--- config.mk ---
export PLATFORM = sky130hd
export DESIGN_NAME = adc_sample_conditioner_flat
export DESIGN_NICKNAME = d
export VERILOG_FILES = /design/src/rtl/adc_sample_conditioner_if.sv /design/src/rtl/adc_sample_conditioner.sv /design/src/flat_wrapper.sv
export SDC_FILE = /design/constraint.sdc
export NUM_CORES = 1
export LEC_CHECK = 0
export BUFFER_PORTS_ARGS = -buffer_cell sky130_fd_sc_hd__buf_2
export CORE_ASPECT_RATIO = 1.5
export CORE_MARGIN = 4
export CORE_UTILIZATION = 39
export CTS_CLUSTER_SIZE = 16
export DETAILED_ROUTE_END_ITERATION = 8
export REMOVE_ABC_BUFFERS = 1
export SYNTH_ARGS = -nofsm -noshare
export SYNTH_HDL_FRONTEND = slang
export SYNTH_SLANG_ARGS = --single-unit
--- constraint.sdc ---
create_clock -name inclk -period 9.2 [get_ports inclk]
set_input_delay 1.84 -clock inclk [delete_from_list [all_inputs] [get_ports inclk]]
set_output_delay 1.84 -clock inclk [all_outputs]
set_load 0.05 [all_outputs]
--- src/rtl/adc_sample_conditioner_if.sv ---
// Signal bundle between the ADC conditioning stage and its producer/consumer.
// The master side drives the ADC sample and the control levels, and the slave
// side is the conditioner itself.
interface adc_sample_conditioner_if;
    logic        [9:0]  adcData;
    logic               collectData;
    logic               testMode;
    logic               dcOffsetComp;
    logic        [15:0] dataOut;
    logic               dataValid;
    logic               clipFlag;
    logic signed [10:0] offsetOut;

    modport master (
        output adcData, collectData, testMode, dcOffsetComp,
        input  dataOut, dataValid, clipFlag, offsetOut
    );

    modport slave (
        input  adcData, collectData, testMode, dcOffsetComp,
        output dataOut, dataValid, clipFlag, offsetOut
    );
endinterface

--- src/rtl/adc_sample_conditioner.sv ---
// Per-sample ADC conditioning stage in the ADC sampling clock domain.
// It registers the raw sample, or substitutes a test ramp in its place. It can
// remove a running-mean DC offset and clamp the result to the 10-bit range. It
// emits a 16-bit word with a write strobe while collecting, and it flags
// clipped input samples.
module adc_sample_conditioner #(
    parameter int WINDOW_LOG2 = 16,
    parameter int TEST_MAX    = 1020,
    parameter int MIDSCALE    = 512
) (
    input  logic                     inclk,
    input  logic                     reset,
    adc_sample_conditioner_if.slave  bus
);
    localparam int                 ACC_W     = 10 + WINDOW_LOG2;
    localparam logic signed [10:0] MID_S     = 11'(MIDSCALE);
    localparam logic        [9:0]  RAMP_LAST = 10'(TEST_MAX);

    typedef enum logic {ST_IDLE = 1'b0, ST_RUN = 1'b1} state_t;

    // Saturate a signed compensated value to the unsigned 10-bit code range.
    function automatic logic [9:0] clamp10(input logic signed [11:0] v);
        if (v < 0)
            return 10'd0;
        else if (v > 12'sd1023)
            return 10'd1023;
        else
            return v[9:0];
    endfunction

    logic [1:0]         r_cd_sync, r_tm_sync, r_dc_sync;
    logic               w_cd_s, w_tm_s, w_dc_s;
    state_t             r_state, w_state_nxt;
    logic               w_enter;
    logic [9:0]         r_ramp;
    logic [9:0]         r_s1_p1;
    logic               r_tm_p1, r_vld_p1, r_have_p1;
    logic [ACC_W-1:0]   r_acc, w_acc_sum;
    logic [WINDOW_LOG2-1:0] r_win_cnt;
    logic               w_win_end, w_acc_en;
    logic signed [10:0] r_offset, w_new_off;
    logic signed [11:0] w_diff;
    logic [9:0]         w_comp;
    logic [9:0]         r_data_p2;
    logic               r_vld_p2;
    logic               r_clip;

    assign w_cd_s = r_cd_sync[1];
    assign w_tm_s = r_tm_sync[1];
    assign w_dc_s = r_dc_sync[1];

    // Two-flop synchronizers for the control levels arriving from the FX3 domain.
    always_ff @(posedge inclk or posedge reset) begin
        if (reset) begin
            r_cd_sync <= 2'b00;
            r_tm_sync <= 2'b00;
            r_dc_sync <= 2'b00;
        end else begin
            r_cd_sync <= {r_cd_sync[0], bus.collectData};
            r_tm_sync <= {r_tm_sync[0], bus.testMode};
            r_dc_sync <= {r_dc_sync[0], bus.dcOffsetComp};
        end
    end

    // Collection state register.
    always_ff @(posedge inclk or posedge reset) begin
        if (reset)
            r_state <= ST_IDLE;
        else
            r_state <= w_state_nxt;
    end

    // Next collection state follows the synchronized collect level.
    always_comb begin
        w_state_nxt = r_state;
        w_enter     = 1'b0;
        case (r_state)
            ST_IDLE: if (w_cd_s) begin
                w_state_nxt = ST_RUN;
                w_enter     = 1'b1;
            end
            ST_RUN:  if (!w_cd_s) w_state_nxt = ST_IDLE;
            default: w_state_nxt = ST_IDLE;
        endcase
    end

    // Test ramp is parked at 0 outside RUN, so each RUN entry restarts it from 0.
    always_ff @(posedge inclk or posedge reset) begin
        if (reset)
            r_ramp <= 10'd0;
        else if (r_state != ST_RUN)
            r_ramp <= 10'd0;
        else if (r_ramp == RAMP_LAST)
            r_ramp <= 10'd0;
        else
            r_ramp <= r_ramp + 10'd1;
    end

    // ---- stage 1: capture the raw sample (or the ramp) with its tags ----
    // Stage 1 register; the tags keep test samples out of the DC mean and the clip check.
    always_ff @(posedge inclk or posedge reset) begin
        if (reset) begin
            r_s1_p1   <= 10'd0;
            r_tm_p1   <= 1'b0;
            r_vld_p1  <= 1'b0;
            r_have_p1 <= 1'b0;
        end else begin
            r_s1_p1   <= w_tm_s ? r_ramp : bus.adcData;
            r_tm_p1   <= w_tm_s;
            r_vld_p1  <= (r_state == ST_RUN);
            r_have_p1 <= 1'b1;
        end
    end

    // The window mean is the top 10 bits of the window sum, which includes this last sample.
    assign w_acc_sum = r_acc + {{WINDOW_LOG2{1'b0}}, r_s1_p1};
    assign w_win_end = (r_win_cnt == {WINDOW_LOG2{1'b1}});
    assign w_acc_en  = r_have_p1 && !r_tm_p1;
    assign w_new_off = $signed({1'b0, w_acc_sum[ACC_W-1:WINDOW_LOG2]}) - MID_S;

    // Running-mean accumulator; test-mode samples freeze it and keep the partial sum.
    always_ff @(posedge inclk or posedge reset) begin
        if (reset) begin
            r_acc     <= '0;
            r_win_cnt <= '0;
            r_offset  <= 11'sd0;
        end else if (w_acc_en) begin
            if (w_win_end) begin
                r_acc     <= '0;
                r_win_cnt <= '0;
                r_offset  <= w_new_off;
            end else begin
                r_acc     <= w_acc_sum;
                r_win_cnt <= r_win_cnt + 1'b1;
            end
        end
    end

    assign w_diff = $signed({2'b00, r_s1_p1}) - $signed({r_offset[10], r_offset});
    assign w_comp = (r_tm_p1 || !w_dc_s) ? r_s1_p1 : clamp10(w_diff);

    // ---- stage 2: compensated output word and write strobe ----
    // Output register; a sample still in flight when RUN is left is dropped.
    always_ff @(posedge inclk or posedge reset) begin
        if (reset) begin
            r_data_p2 <= 10'd0;
            r_vld_p2  <= 1'b0;
        end else begin
            r_vld_p2 <= r_vld_p1 && (w_state_nxt == ST_RUN);
            if (r_vld_p1 && (w_state_nxt == ST_RUN))
                r_data_p2 <= w_comp;
        end
    end

    // Sticky clip flag for raw full-scale samples, re-armed on each RUN entry.
    always_ff @(posedge inclk or posedge reset) begin
        if (reset)
            r_clip <= 1'b0;
        else if (w_enter)
            r_clip <= 1'b0;
        else if ((r_state == ST_RUN) && r_vld_p1 && !r_tm_p1 &&
                 ((r_s1_p1 == 10'd0) || (r_s1_p1 == 10'd1023)))
            r_clip <= 1'b1;
    end

    assign bus.dataOut   = {6'b000000, r_data_p2};
    assign bus.dataValid = r_vld_p2;
    assign bus.clipFlag  = r_clip;
    assign bus.offsetOut = r_offset;
endmodule

--- src/flat_wrapper.sv ---
// flat-port wrapper written by rule: the top's interface ports become plain ports
module adc_sample_conditioner_flat 
#(
    parameter int WINDOW_LOG2 = 16,
    parameter int TEST_MAX    = 1020,
    parameter int MIDSCALE    = 512
)
  (inclk, reset, bus_adcData, bus_collectData, bus_testMode, bus_dcOffsetComp, bus_dataOut, bus_dataValid, bus_clipFlag, bus_offsetOut);
  adc_sample_conditioner_if bus_i ();
  input  logic inclk;
  input  logic reset;
  input wire logic [$bits(bus_i.adcData)-1:0] bus_adcData;
  input wire logic [$bits(bus_i.collectData)-1:0] bus_collectData;
  input wire logic [$bits(bus_i.testMode)-1:0] bus_testMode;
  input wire logic [$bits(bus_i.dcOffsetComp)-1:0] bus_dcOffsetComp;
  output wire logic [$bits(bus_i.dataOut)-1:0] bus_dataOut;
  output wire logic [$bits(bus_i.dataValid)-1:0] bus_dataValid;
  output wire logic [$bits(bus_i.clipFlag)-1:0] bus_clipFlag;
  output wire logic [$bits(bus_i.offsetOut)-1:0] bus_offsetOut;
  assign bus_i.adcData = bus_adcData;
  assign bus_i.collectData = bus_collectData;
  assign bus_i.testMode = bus_testMode;
  assign bus_i.dcOffsetComp = bus_dcOffsetComp;
  assign bus_dataOut = bus_i.dataOut;
  assign bus_dataValid = bus_i.dataValid;
  assign bus_clipFlag = bus_i.clipFlag;
  assign bus_offsetOut = bus_i.offsetOut;
  adc_sample_conditioner #(.WINDOW_LOG2(WINDOW_LOG2), .TEST_MAX(TEST_MAX), .MIDSCALE(MIDSCALE)) u_core (.inclk(inclk), .reset(reset), .bus(bus_i));
endmodule
* Word level (Yosys, flattened, before mapping)
Cells that the tools add are included.
Storage, ports and cells: register bits 95, output and inout bits 29
Cells by class: $add $sub $neg 5, order comparisons 2, equal/unequal tests 3, multiplexer cells 12, reductions and logical operators 12
Operators with widths (number):
- $mux 10 | 6
- $add 26x10->26 | 1
- $mux 26 | 1
- $eq 10x10->1 const B | 2
- $add 16x1->16 const B | 1
- $eq 16x16->1 const B | 1
- $mux 16 | 1
- $gt 12x11->1 const B | 1
- $lt 12x1->1 const B | 1
- $sub 11x11->12 | 1
- $sub 10x10->11 const B | 1
- $add 10x1->10 const B | 1
- $logic_not 10->1 | 1
- $logic_and 1x1->1 | 5
- $mux 1 | 4
- $logic_not 1->1 | 2
- $logic_or 1x1->1 | 2
- $reduce_and 2->1 | 1
- $reduce_bool 2->1 | 1

* Logic depth before layout (Yosys ltp)
word-level depth 5, depth in mapped cells 11, mapped depth without buffers 11

* Worst setup path before layout
Ideal clock, no wire load.
path type register to output, start register, netlist name u_core.bus.offsetOut[9], end output bus_offsetOut[10], arrival 968 ps, setup slack 6392 ps, stages on the path, launching flop included 2, cell sequence dfrtp_1 -> buf_4
RTL lines:
- to (decl) | line flat_wrapper.sv:19 | output wire logic [$bits(bus_i.offsetOut)-1:0] bus_offsetOut;

* Worst setup path after layout
start register u_core.r_offset[9], in the netlist u_core.bus.offsetOut[9], end output bus_offsetOut[9]
RTL lines:
- from (decl) | line adc_sample_conditioner.sv:41 | logic signed [10:0] r_offset, w_new_off;
- from (signal assigned) | line adc_sample_conditioner.sv:131 | r_offset <= w_new_off;
No word-level cell between the ends.

==> metrics.txt <==
post-CTS setup buffer count=0; unrepaired setup endpoints after global routing=false; GRT Total Usage=16.2%; deepest clock path buffer count=2; GPL Wtd Cong=0.841; clk root buf=clkbuf_16; most common cell after layout, fill and taps aside=dfrtp_1; Critical Path Slowest Stage Cell=dfrtp_1; gate count of the mapped netlist=522; placed cell areas=5470 um2; EDFF count, synth=0; max-cap viol count=0; Top-Level Pins=44; largest net degree at the start of global routing=76; async set-reset flop share out of synthesis=100%; post-layout min period=2970 ps; Seq cells post-synth=94; area of the mapped netlist=5170 um2; endpoints failing setup=0; Buf/Inv on CP=1; worst-path cell chain=buf_2; vias in the first global route=3,933; Final WS setup=6230 ps; leakage power=2.67 nW; layout cell share with drive strength beyond 1=15.9%; total gr overflow=0; worst-margin pin slew=970 ps; Worst R2R Path Depth=11; DR pass1 iterations=4; port buffer count=37; GR Layer Usage met2=29.5%; Tcrit/Tclk final=32.3%; Layout area overhead=12.3%; Pwr Density=207 nW/um2; Layout Nets=595; Crit Path Category=reg -> out; 1st-iter DRT viols=162; Distinct cells, synth=62; Crit Path Max Fanout=7; multi-input logic area=2630 um2; Starting Density=39.7%; site row count=51; hold depth=0; setup TNS=0 ps; FILL cells=1,238; Hold Path Class=reg -> reg; clock latency on the worst-skew pair=350 ps; Startpoint Class=flop; hold_buf cts=0; Worst Path Arrival=1130 ps; DP Cell Count=702; FF+latch area=2350 um2; fmax=0.336 GHz; die width=102 um; hold path startpoint=u_core.r_tm_sync[0]$_DFF_PP0_; fin cells=717; Die H=149 um; Post-DRT Antenna Nets=0; GR peak layer=met2; die area=15,200 um2; HPWL Detailed=8670 um; top_reg_cell synth=dfrtp_1; Mapped Avg Cell Area=9.91 um2; yosys synthesis warning count=0; first-pass GRT wire length=19,300 um; post-CTS resize count=0; Hold Path End=u_core.r_tm_sync[1]$_DFF_PP0_; fin. max-slew vios=0; via/cell ratio=5.36; Worst R2R Start=u_core.r_s1_p1[0]$_DFF_PP0_; clock slew at reported path FFs=70 ps; post-synthesis sequential area ratio=45.5%; reg2reg setup slack=6250 ps; r2r endpoint=u_core.r_data_p2[7]$_DFFE_PP0P_; met1 usage=19.0%; total power=0.00120 W; CP required=7360 ps; kind of cell adding the most delay to the critical path=flip-flops; CTS Sinks=94; Post-Route WL=11,600 um; endpoints failing hold=0; post-route cell area=5810 um2; CTS tree=done; met3 Usage GRT=2.25%; Inserted Clock Buffers=9; wire per inst=16.2 um; Worst Skew=8.85 ps; maximum vdd drop=0.0889 mV; DRC errors left=0; Worst setup EP type=output port; DR vias=3,843; run status=finished clean; setup slack at placement=6030 ps; # diodes=0; max incr delay on CP=480 ps; most frequent cells in the layout=dfrtp_1 (94), nand2_1 (45), nor2_1 (45); initial antenna violation count=0; H-tree levels=3; CORE AREA=13,000 um2; relative slew slack=35.3%
cell families (layout without fill, tap and decap cells):
group | count (synthesis) | count (layout) | synth area share, %
xor+xnor | 51 | 51 | 8.63
compound gates | 120 | 120 | 16.0
mux | 11 | 11 | 2.37
other cells | 2 | 7 | 0.145
buf+inv | 46 | 77 | 4.11
fa+ha+maj | 26 | 26 | 6.58
simple gates | 172 | 172 | 16.7
flops | 94 | 94 | 45.5
flip-flops by register name, indices dropped and copies added (netlist names):
| signal | flops |
|---|---|
| u_core.bus.clipFlag | 1 |
| u_core.bus.dataValid | 1 |
| u_core.bus.offsetOut | 10 |
| u_core.r_acc | 26 |
| u_core.r_cd_sync | 2 |
| u_core.r_data_p2 | 10 |
| u_core.r_dc_sync | 2 |
| u_core.r_have_p1 | 1 |
| u_core.r_ramp | 10 |
| u_core.r_s1_p1 | 10 |
| u_core.r_state | 1 |
| u_core.r_tm_p1 | 1 |
| u_core.r_tm_sync | 2 |
| u_core.r_vld_p1 | 1 |
| u_core.r_win_cnt | 16 |
area by class of cell:
| class | instances | share of cell area [%] |
|---|---|---|
| tap | 159 | 3.43 |
| timing repair buffer | 39 | 3.45 |
| multi-input combinational | 387 | 45.2 |
| sequential | 94 | 40.5 |
| clock buffer | 9 | 3.88 |
| clock inverter | 6 | 2.00 |
| inverter | 23 | 1.51 |
power by group:
group | switching [W] | total, W | internal [W]
Sequential | 0.0000428 | 0.000504 | 0.000461
Clock | 0.000159 | 0.000426 | 0.000266
Combinational | 0.000166 | 0.000274 | 0.000108
layer usage:
metal	share of wire, %	vias to the layer above
met2	55	66
li1	-	1885
met3	2.8	16
met5	0	-
met1	40	1876
met4	1.8	0
stage by stage:
step                hold slack (ps)  utilization, %
finish                          350            44.6
global route                    367            44.6
CTS                             352            44.6
detailed placement              335            42.0
global placement                333            42.0
floorplan                       331               -
worst register-to-register path, cell delays in order (launching register included):
cell and delay, ps:
dfrtp_1 430, inv_1 80, ha_1 160, inv_1 60, fa_1 410, a21oi_1 250
o211ai_1 170, a41oi_2 300, nand2_1 90, a2111oi_1 610, o21ai_1 140, o221a_2 150
cell usage after synthesis (2+ instances only):
library cell / n / area share, %
nand2b_1: 3 / 0.36
nor2_1: 45 / 3.3
buf_2: 5 / 0.48
a22oi_1: 10 / 1.5
o21ai_2: 9 / 1.5
a22o_1: 4 / 0.68
o21a_1: 5 / 0.73
o21ai_1: 6 / 0.58
and4_1: 5 / 0.85
nor4_1: 5 / 0.60
buf_4: 7 / 1.0
conb_1: 2 / 0.15
and2_1: 5 / 0.60
a21o_1: 10 / 1.5
o21bai_1: 3 / 0.44
xor2_1: 21 / 3.6
nand4_1: 5 / 0.60
mux2_2: 10 / 2.2
ha_1: 24 / 5.8
fa_1: 2 / 0.77
nor3b_1: 3 / 0.44
xnor2_1: 30 / 5.1
nand3_1: 19 / 1.8
o21ai_0: 35 / 3.4
nor3_1: 3 / 0.29
a21oi_1: 16 / 1.5
dfrtp_1: 94 / 45
inv_1: 23 / 1.7
or3_1: 6 / 0.73
clkbuf_1: 9 / 0.65
nor2b_1: 3 / 0.36
a31oi_1: 4 / 0.48
and3_1: 18 / 2.2
nand2_1: 45 / 3.3
how the worst max path moves through the flow:
stage / start / endpoint / slack [ps] / depth (start not counted)
2_1_floorplan: reset / u_core.bus.clipFlag$_DFFE_PP0P_ / 4910 / 1
3_3_place_gp: reset / u_core.bus.offsetOut[5]$_DFFE_PP0P_ / 6090 / 3
3_5_place_dp: reset / u_core.bus.offsetOut[7]$_DFFE_PP0P_ / 6030 / 3
4_1_cts: u_core.r_s1_p1[0]$_DFF_PP0_ / u_core.r_data_p2[7]$_DFFE_PP0P_ / 6200 / 11
5_1_grt: u_core.r_s1_p1[0]$_DFF_PP0_ / u_core.r_data_p2[7]$_DFFE_PP0P_ / 5970 / 11
6_report: u_core.bus.offsetOut[9]$_DFFE_PP0P_ / bus_offsetOut[9] / 6230 / 1
No activity file was read; power rests on OpenSTA's default activity.
